## src/rtl/target_scheduler_if.sv

```systemverilog
// Handshake bundle between the random-cell source/player input and the target scheduler.
// master drives samples and player hits; slave returns the lit target and the score state.
interface target_scheduler_if #(
  parameter int unsigned DEPTH_LOG2 = 3
);
  logic [3:0]          rand_val;
  logic                sample_en;
  logic                hit_strobe;
  logic [3:0]          hit_cell;
  logic                target_valid;
  logic [3:0]          target_cell;
  logic [7:0]          score;
  logic [7:0]          misses;
  logic [DEPTH_LOG2:0] fifo_level;
  logic                overflow;

  modport master (
    output rand_val, sample_en, hit_strobe, hit_cell,
    input  target_valid, target_cell, score, misses, fifo_level, overflow
  );

  modport slave (
    input  rand_val, sample_en, hit_strobe, hit_cell,
    output target_valid, target_cell, score, misses, fifo_level, overflow
  );
endinterface

```

## src/rtl/target_scheduler.sv

```systemverilog
// Queues random 4x4 grid cells and shows them one at a time for a hold window, scoring hits/misses.
// Optional macro DUP_FILTER_EN: drop a sample equal to the last value written into the FIFO.
module target_scheduler #(
  parameter int unsigned DEPTH_LOG2  = 3,
  parameter int unsigned HOLD_CYCLES = 50000000,
  parameter int unsigned GAP_CYCLES  = 5000000
) (
  input logic             CLK,
  input logic             reset,
  target_scheduler_if.slave bus
);
  localparam int unsigned DEPTH   = 1 << DEPTH_LOG2;
  localparam int unsigned LVL_W   = DEPTH_LOG2 + 1;
  localparam int unsigned T_MAX   = (HOLD_CYCLES > GAP_CYCLES) ? HOLD_CYCLES : GAP_CYCLES;
  localparam int unsigned TIMER_W = ($clog2(T_MAX) < 1) ? 1 : $clog2(T_MAX);

  typedef enum logic [1:0] {IDLE, SHOW, GAP} state_t;

  state_t                state;
  logic [TIMER_W-1:0]    timer;
  logic [3:0]            mem [DEPTH];
  logic [DEPTH_LOG2-1:0] wr_ptr;
  logic [DEPTH_LOG2-1:0] rd_ptr;
  logic [LVL_W-1:0]      level;
  logic                  target_valid;
  logic [3:0]            target_cell;
  logic [7:0]            score;
  logic [7:0]            misses;
  logic                  overflow;

  logic empty_c;
  logic full_c;
  logic dup_c;
  logic push_req_c;
  logic push_c;
  logic pop_c;
  logic hit_c;

  assign empty_c    = (level == '0);
  assign full_c     = (level == LVL_W'(DEPTH));
  assign push_req_c = bus.sample_en && !dup_c;
  assign push_c     = push_req_c && !full_c;
  assign pop_c      = (state == IDLE) && !empty_c;
  assign hit_c      = bus.hit_strobe && (bus.hit_cell == target_cell);

`ifdef DUP_FILTER_EN
  logic [3:0] last_wr;
  logic       last_wr_ok;

  // last_wr_ok keeps the cleared register from matching a genuine first sample of 0
  always_ff @(posedge CLK) begin
    if (reset) begin
      last_wr    <= 4'd0;
      last_wr_ok <= 1'b0;
    end else if (push_c) begin
      last_wr    <= bus.rand_val;
      last_wr_ok <= 1'b1;
    end
  end

  assign dup_c = last_wr_ok && (bus.rand_val == last_wr);
`else
  assign dup_c = 1'b0;
`endif

  // storage needs no reset; the level counter decides what is valid
  always_ff @(posedge CLK) begin
    if (push_c) begin
      mem[wr_ptr] <= bus.rand_val;
    end
  end

  always_ff @(posedge CLK) begin
    if (reset) begin
      state        <= IDLE;
      timer        <= '0;
      wr_ptr       <= '0;
      rd_ptr       <= '0;
      level        <= '0;
      target_valid <= 1'b0;
      target_cell  <= 4'd0;
      score        <= 8'd0;
      misses       <= 8'd0;
      overflow     <= 1'b0;
    end else begin
      if (push_c) begin
        wr_ptr <= wr_ptr + DEPTH_LOG2'(1);
      end
      if (pop_c) begin
        rd_ptr <= rd_ptr + DEPTH_LOG2'(1);
      end
      if (push_req_c && full_c) begin
        overflow <= 1'b1;
      end
      level <= level + LVL_W'(push_c) - LVL_W'(pop_c);

      case (state)
        IDLE: begin
          if (pop_c) begin
            target_cell  <= mem[rd_ptr];
            target_valid <= 1'b1;
            timer        <= TIMER_W'(HOLD_CYCLES - 1);
            state        <= SHOW;
          end
        end
        SHOW: begin
          // a correct hit wins over the timeout on the final cycle
          if (hit_c) begin
            if (score != 8'hFF) score <= score + 8'd1;
            target_valid <= 1'b0;
            timer        <= TIMER_W'(GAP_CYCLES - 1);
            state        <= GAP;
          end else if (timer == '0) begin
            if (misses != 8'hFF) misses <= misses + 8'd1;
            target_valid <= 1'b0;
            timer        <= TIMER_W'(GAP_CYCLES - 1);
            state        <= GAP;
          end else begin
            timer <= timer - TIMER_W'(1);
          end
        end
        GAP: begin
          if (timer == '0) begin
            state <= IDLE;
          end else begin
            timer <= timer - TIMER_W'(1);
          end
        end
        default: state <= IDLE;
      endcase
    end
  end

  assign bus.target_valid = target_valid;
  assign bus.target_cell  = target_cell;
  assign bus.score        = score;
  assign bus.misses       = misses;
  assign bus.fifo_level   = level;
  assign bus.overflow     = overflow;
endmodule

```

## src/flat_wrapper.sv

```systemverilog
// flat-port wrapper written by rule: the top's interface ports become plain ports
module target_scheduler_flat 
#(
  parameter int unsigned DEPTH_LOG2  = 3,
  parameter int unsigned HOLD_CYCLES = 50000000,
  parameter int unsigned GAP_CYCLES  = 5000000
)
  (CLK, reset, bus_rand_val, bus_sample_en, bus_hit_strobe, bus_hit_cell, bus_target_valid, bus_target_cell, bus_score, bus_misses, bus_fifo_level, bus_overflow);
  target_scheduler_if #(.DEPTH_LOG2(DEPTH_LOG2)) bus_i ();
  input logic CLK;
  input logic reset;
  input wire logic [$bits(bus_i.rand_val)-1:0] bus_rand_val;
  input wire logic [$bits(bus_i.sample_en)-1:0] bus_sample_en;
  input wire logic [$bits(bus_i.hit_strobe)-1:0] bus_hit_strobe;
  input wire logic [$bits(bus_i.hit_cell)-1:0] bus_hit_cell;
  output wire logic [$bits(bus_i.target_valid)-1:0] bus_target_valid;
  output wire logic [$bits(bus_i.target_cell)-1:0] bus_target_cell;
  output wire logic [$bits(bus_i.score)-1:0] bus_score;
  output wire logic [$bits(bus_i.misses)-1:0] bus_misses;
  output wire logic [$bits(bus_i.fifo_level)-1:0] bus_fifo_level;
  output wire logic [$bits(bus_i.overflow)-1:0] bus_overflow;
  assign bus_i.rand_val = bus_rand_val;
  assign bus_i.sample_en = bus_sample_en;
  assign bus_i.hit_strobe = bus_hit_strobe;
  assign bus_i.hit_cell = bus_hit_cell;
  assign bus_target_valid = bus_i.target_valid;
  assign bus_target_cell = bus_i.target_cell;
  assign bus_score = bus_i.score;
  assign bus_misses = bus_i.misses;
  assign bus_fifo_level = bus_i.fifo_level;
  assign bus_overflow = bus_i.overflow;
  target_scheduler #(.DEPTH_LOG2(DEPTH_LOG2), .HOLD_CYCLES(HOLD_CYCLES), .GAP_CYCLES(GAP_CYCLES)) u_core (.CLK(CLK), .reset(reset), .bus(bus_i));
endmodule
```

## config.mk

```make
export PLATFORM = sky130hd
export DESIGN_NAME = target_scheduler_flat
export DESIGN_NICKNAME = d
export VERILOG_FILES = /design/src/rtl/target_scheduler_if.sv /design/src/rtl/target_scheduler.sv /design/src/flat_wrapper.sv
export SDC_FILE = /design/constraint.sdc
export NUM_CORES = 1
export LEC_CHECK = 0
export ABC_AREA = 1
export CAP_MARGIN = 40
export CORE_MARGIN = 5
export CORE_UTILIZATION = 58
export DETAILED_ROUTE_END_ITERATION = 6
export GPL_TIMING_DRIVEN = 0
export PLACE_DENSITY = 0.86
export SLEW_MARGIN = 20
export SYNTH_ARGS = -nofsm -noshare
export SYNTH_HDL_FRONTEND = slang
export SYNTH_SLANG_ARGS = --single-unit
```

## constraint.sdc

```tcl
create_clock -name CLK -period 2.8 [get_ports CLK]
set_input_delay 0.7 -clock CLK [delete_from_list [all_inputs] [get_ports CLK]]
set_output_delay 0.7 -clock CLK [all_outputs]
set_load 0.05 [all_outputs]
```

==> results of run 1 <==
## critical path, cell delays in order (launching register included)
cell and delay [ns]:
dfxtp_1 0.37, nor2_1 0.28, nand2_1 0.11, nand2_2 0.19, clkinvlp_4 0.23, ha_1 0.32, inv_1 0.06, ha_1 0.12
inv_1 0.05, fa_1 0.38, xor2_1 0.15, nor2_1 0.05
## synthesized netlist by cell type, drive strengths merged, types with 2 or more instances
| library cell | n |
|---|---|
| o22ai | 4 |
| inv | 66 |
| edfxtp | 32 |
| nor2 | 115 |
| ha | 16 |
| xnor2 | 11 |
| dfxtp | 60 |
| or2 | 2 |
| nand3 | 33 |
| nand3b | 2 |
| o221ai | 4 |
| clkinv | 3 |
| nand2 | 126 |
| xor2 | 12 |
| buf | 4 |
| nand4 | 9 |
| o21ai | 46 |
| a21oi | 45 |
| o211ai | 4 |
| nor3 | 13 |
| clkbuf | 6 |
## state kept, by name, summed over array words and instances (netlist names)
name and flops:
u_core.state 2, u_core.bus.target_cell 4, u_core.timer 26, u_core.bus.overflow 1, u_core.bus.fifo_level 4, u_core.mem 32
u_core.rd_ptr 3, u_core.wr_ptr 3, u_core.bus.score 8, u_core.bus.target_valid 1, u_core.bus.misses 8
## layout by cell type (no fill, tap or decap), types with 2 or more instances in the layout
| cell type | n |
|---|---|
| or2_2 | 2 |
| o211ai_1 | 4 |
| ha_1 | 16 |
| o22ai_1 | 4 |
| nand2_1 | 120 |
| clkinv_4 | 2 |
| o21ai_1 | 16 |
| xnor2_1 | 11 |
| o221ai_1 | 4 |
| nand3_1 | 30 |
| xor2_1 | 12 |
| nor3_1 | 13 |
| nand3_4 | 2 |
| clkdlybuf4s50_1 | 36 |
| inv_2 | 4 |
| nand3b_1 | 2 |
| clkbuf_1 | 6 |
| nand4_1 | 9 |
| inv_6 | 3 |
| inv_1 | 61 |
| buf_1 | 2 |
| nor2_4 | 2 |
| a21oi_1 | 44 |
| o21ai_0 | 29 |
| clkbuf_8 | 9 |
| dfxtp_1 | 60 |
| edfxtp_1 | 32 |
| nor2_2 | 5 |
| nor2_1 | 108 |
| nand2_2 | 5 |
## layout make-up
| type | count | area [µm²] |
|---|---|---|
| Clock inverter | 7 | 92.6 |
| Inverter | 69 | 269 |
| Buffer | 10 | 56.3 |
| Clock buffer | 9 | 124 |
| Timing Repair Buffer | 36 | 360 |
| Fill cell | 656 | 2630 |
| Tap cell | 105 | 131 |
| Sequential cell | 92 | 2160 |
| Multi-Input combinational cell | 447 | 2310 |
## per-layer routing
| metal | global-route usage, % | up-vias |
|---|---|---|
| met5 | 0 | - |
| met4 | 6.84 | 0 |
| li1 | - | 2126 |
| met2 | 37.9 | 140 |
| met3 | 5.67 | 21 |
| met1 | 30.7 | 1948 |
## cell families (layout without fill, tap and decap cells)
family | Yosys count | after routing
fa+ha+maj | 17 | 17
flops | 92 | 92
compound gates | 105 | 105
simple gates | 302 | 302
buf+inv | 79 | 131
xor+xnor | 23 | 23
## how the worst max path moves through the flow
| stage | to | slack [ns] | cells after the start |
|---|---|---|---|
| 6_report | u_core.bus.fifo_level[2] | 0.36 | 11 |
| 5_1_grt | u_core.bus.fifo_level[2] | 0.13 | 11 |
| 4_1_cts | u_core.bus.fifo_level[2] | 0.21 | 11 |
| 3_5_place_dp | u_core.timer[7] | 0.20 | 12 |
| 3_3_place_gp | u_core.timer[7] | 0.25 | 12 |
| 2_1_floorplan | u_core.bus.fifo_level[2] | 0.33 | 12 |
## power by group
part / internal (mW) / switching (mW) / total, mW
sequential: 1.64 / 0.253 / 1.89
combinational: 0.873 / 1.65 / 2.52
clock: 0.435 / 0.513 / 0.948
total: 2.95 / 2.41 / 5.36
## per-stage QoR
step	utilization [%]	area, µm²	total power [mW]
after floorplan	-	4790	3.77
after global placement	64.9	5280	4.29
after detailed placement	64.9	5280	4.39
after CTS	67.6	5500	5.34
after global routing	67.7	5500	5.79
final	67.7	5500	5.36
## what timing repair did
action,4_1_cts,5_1_grt
buffers inserted,0,0
gates resized for setup,0,2
setup endpoints to repair,0,2
==> results.toml, run 1 <==
[run_status]
outcome = "finished clean"

[cells_and_area]
num-nets-final = 694
num_antenna_cells = 0
area_delta_synth_final_pct = 14.9
final_cells = 775
drive_gt1_share_pct = 6.72

[timing]
layout_min_cycle_time_ns = 2.44
clock.fmax_mhz = 410
holdWs_ns = 0.451
skew_ns = 0.00789
setup_viol = 0
setup_slack_ns = 0.362
slew_viol_final = 0
tightest_slew_ns = 0.659
finalHoldViolCount = 0
relSlewSlack_pct = 55.9
rsz0062_at_grt = "no"
fin_crit_sh_pct = 87.1
finalSetupTns_ns = 0

[route]
postRouteAntennaNets = 0
vias_per_cell = 5.46
drt-initial-drc-count = 280
routedWlPerCell_um = 14.4
wl_met2_um = 5260
finalWirelength_um = 11200
top_layer_used = "met4"
drt-pass1-iter-count = 4
dr_wl_met3_um = 781
via_count = 4235
route.detailed.drc = 0
wl_met1_um = 4940

[worst_setup_path]
r2r_end = "u_core.bus.fifo_level[2]"
crit_type = "reg2reg"
reg2regPathDepth = 11
critPathMaxFanout = 9
r2r_slack_ns = 0.36
startpoint = "u_core.bus.fifo_level[1]"
start_kind = "flop"
worstPathRequired_ns = 3.06
end_kind = "flop"
arrival_ns = 2.70
r2r_start = "u_core.bus.fifo_level[1]"

[placement]
post-place-ws_ns = 0.197
finalWeightedCongestion = 0.932
portBuffers = 36
hpwl_um = 8310
placed_cells = 759

[synth]
async_flop_share_pct = 0
syn-cell-area_mm2 = 0.00479
yosysSeqAreaShare_pct = 45.1
synth_compound_area_share_pct = 11.9
ys.flop_type = "dfxtp_1"
synth_top_area_cell = "dfxtp_1"
synth_fa_ha_area_share_pct = 4.60
synth_warnings = 0
synth_top_area_share_pct = 25.1
synthCells = 618
synth.area.top_cells = "dfxtp_1, edfxtp_1, nand2_1"
synth_top_family_by_area = "simple AND/OR/NAND/NOR gates"
synth_edf_count = 32
synth_seq_cells = 92
synthMuxAreaShare_pct = 0
yosys.area_share.simple_pct = 27.5
syn-num-nets = 647
syn_area_per_cell_um2 = 7.75
ys_types = 40
synth_xor_area_share_pct = 4.21

[clock_network]
path_clk_slew_ns = 0.09
root_buffer = "clkbuf_8"
clock_sinks = 92
cts_hold_buf = 0
cts_tree = "yes"
h-tree-depth = 3
clk_path_buf_depth = 2
clkLatencyLatePin_ns = 0.38
cts_made_buffers = 9

[grt]
grt.total_usage_pct = 23.3
grt_pass1_wl_um = 18700
first_global_vias = 4075
grt-ovfl-total = 0
grt_max_degree = 19
antenna_found_initial = 0

[min_path]
hold_path.startpoint = "u_core.bus.overflow"
worstHoldEndpoint = "u_core.bus.overflow"
min_path_cells = 2
hold_path_class = "reg2reg"

[power_and_ir_drop]
power_density_mw_per_mm2 = 974
leakagePower_nw = 2.25
ir_drop_v = 0.000571

[die]
dieArea_mm2 = 0.0102
start_util_pct = 58.9
die_y_um = 101
die_width_um = 101
rows = 33
coreArea_mm2 = 0.00813
io_pins = 38

[run]
maxCapViolations = 0
No activity file was read; power rests on OpenSTA's default activity.
==> inputs of run 2 (changes only) <==
Settings changed: CAP_MARGIN 40 to unset.
==> results of run 2 <==
The final DEF is identical to that of run 1; final timing and power are the same.
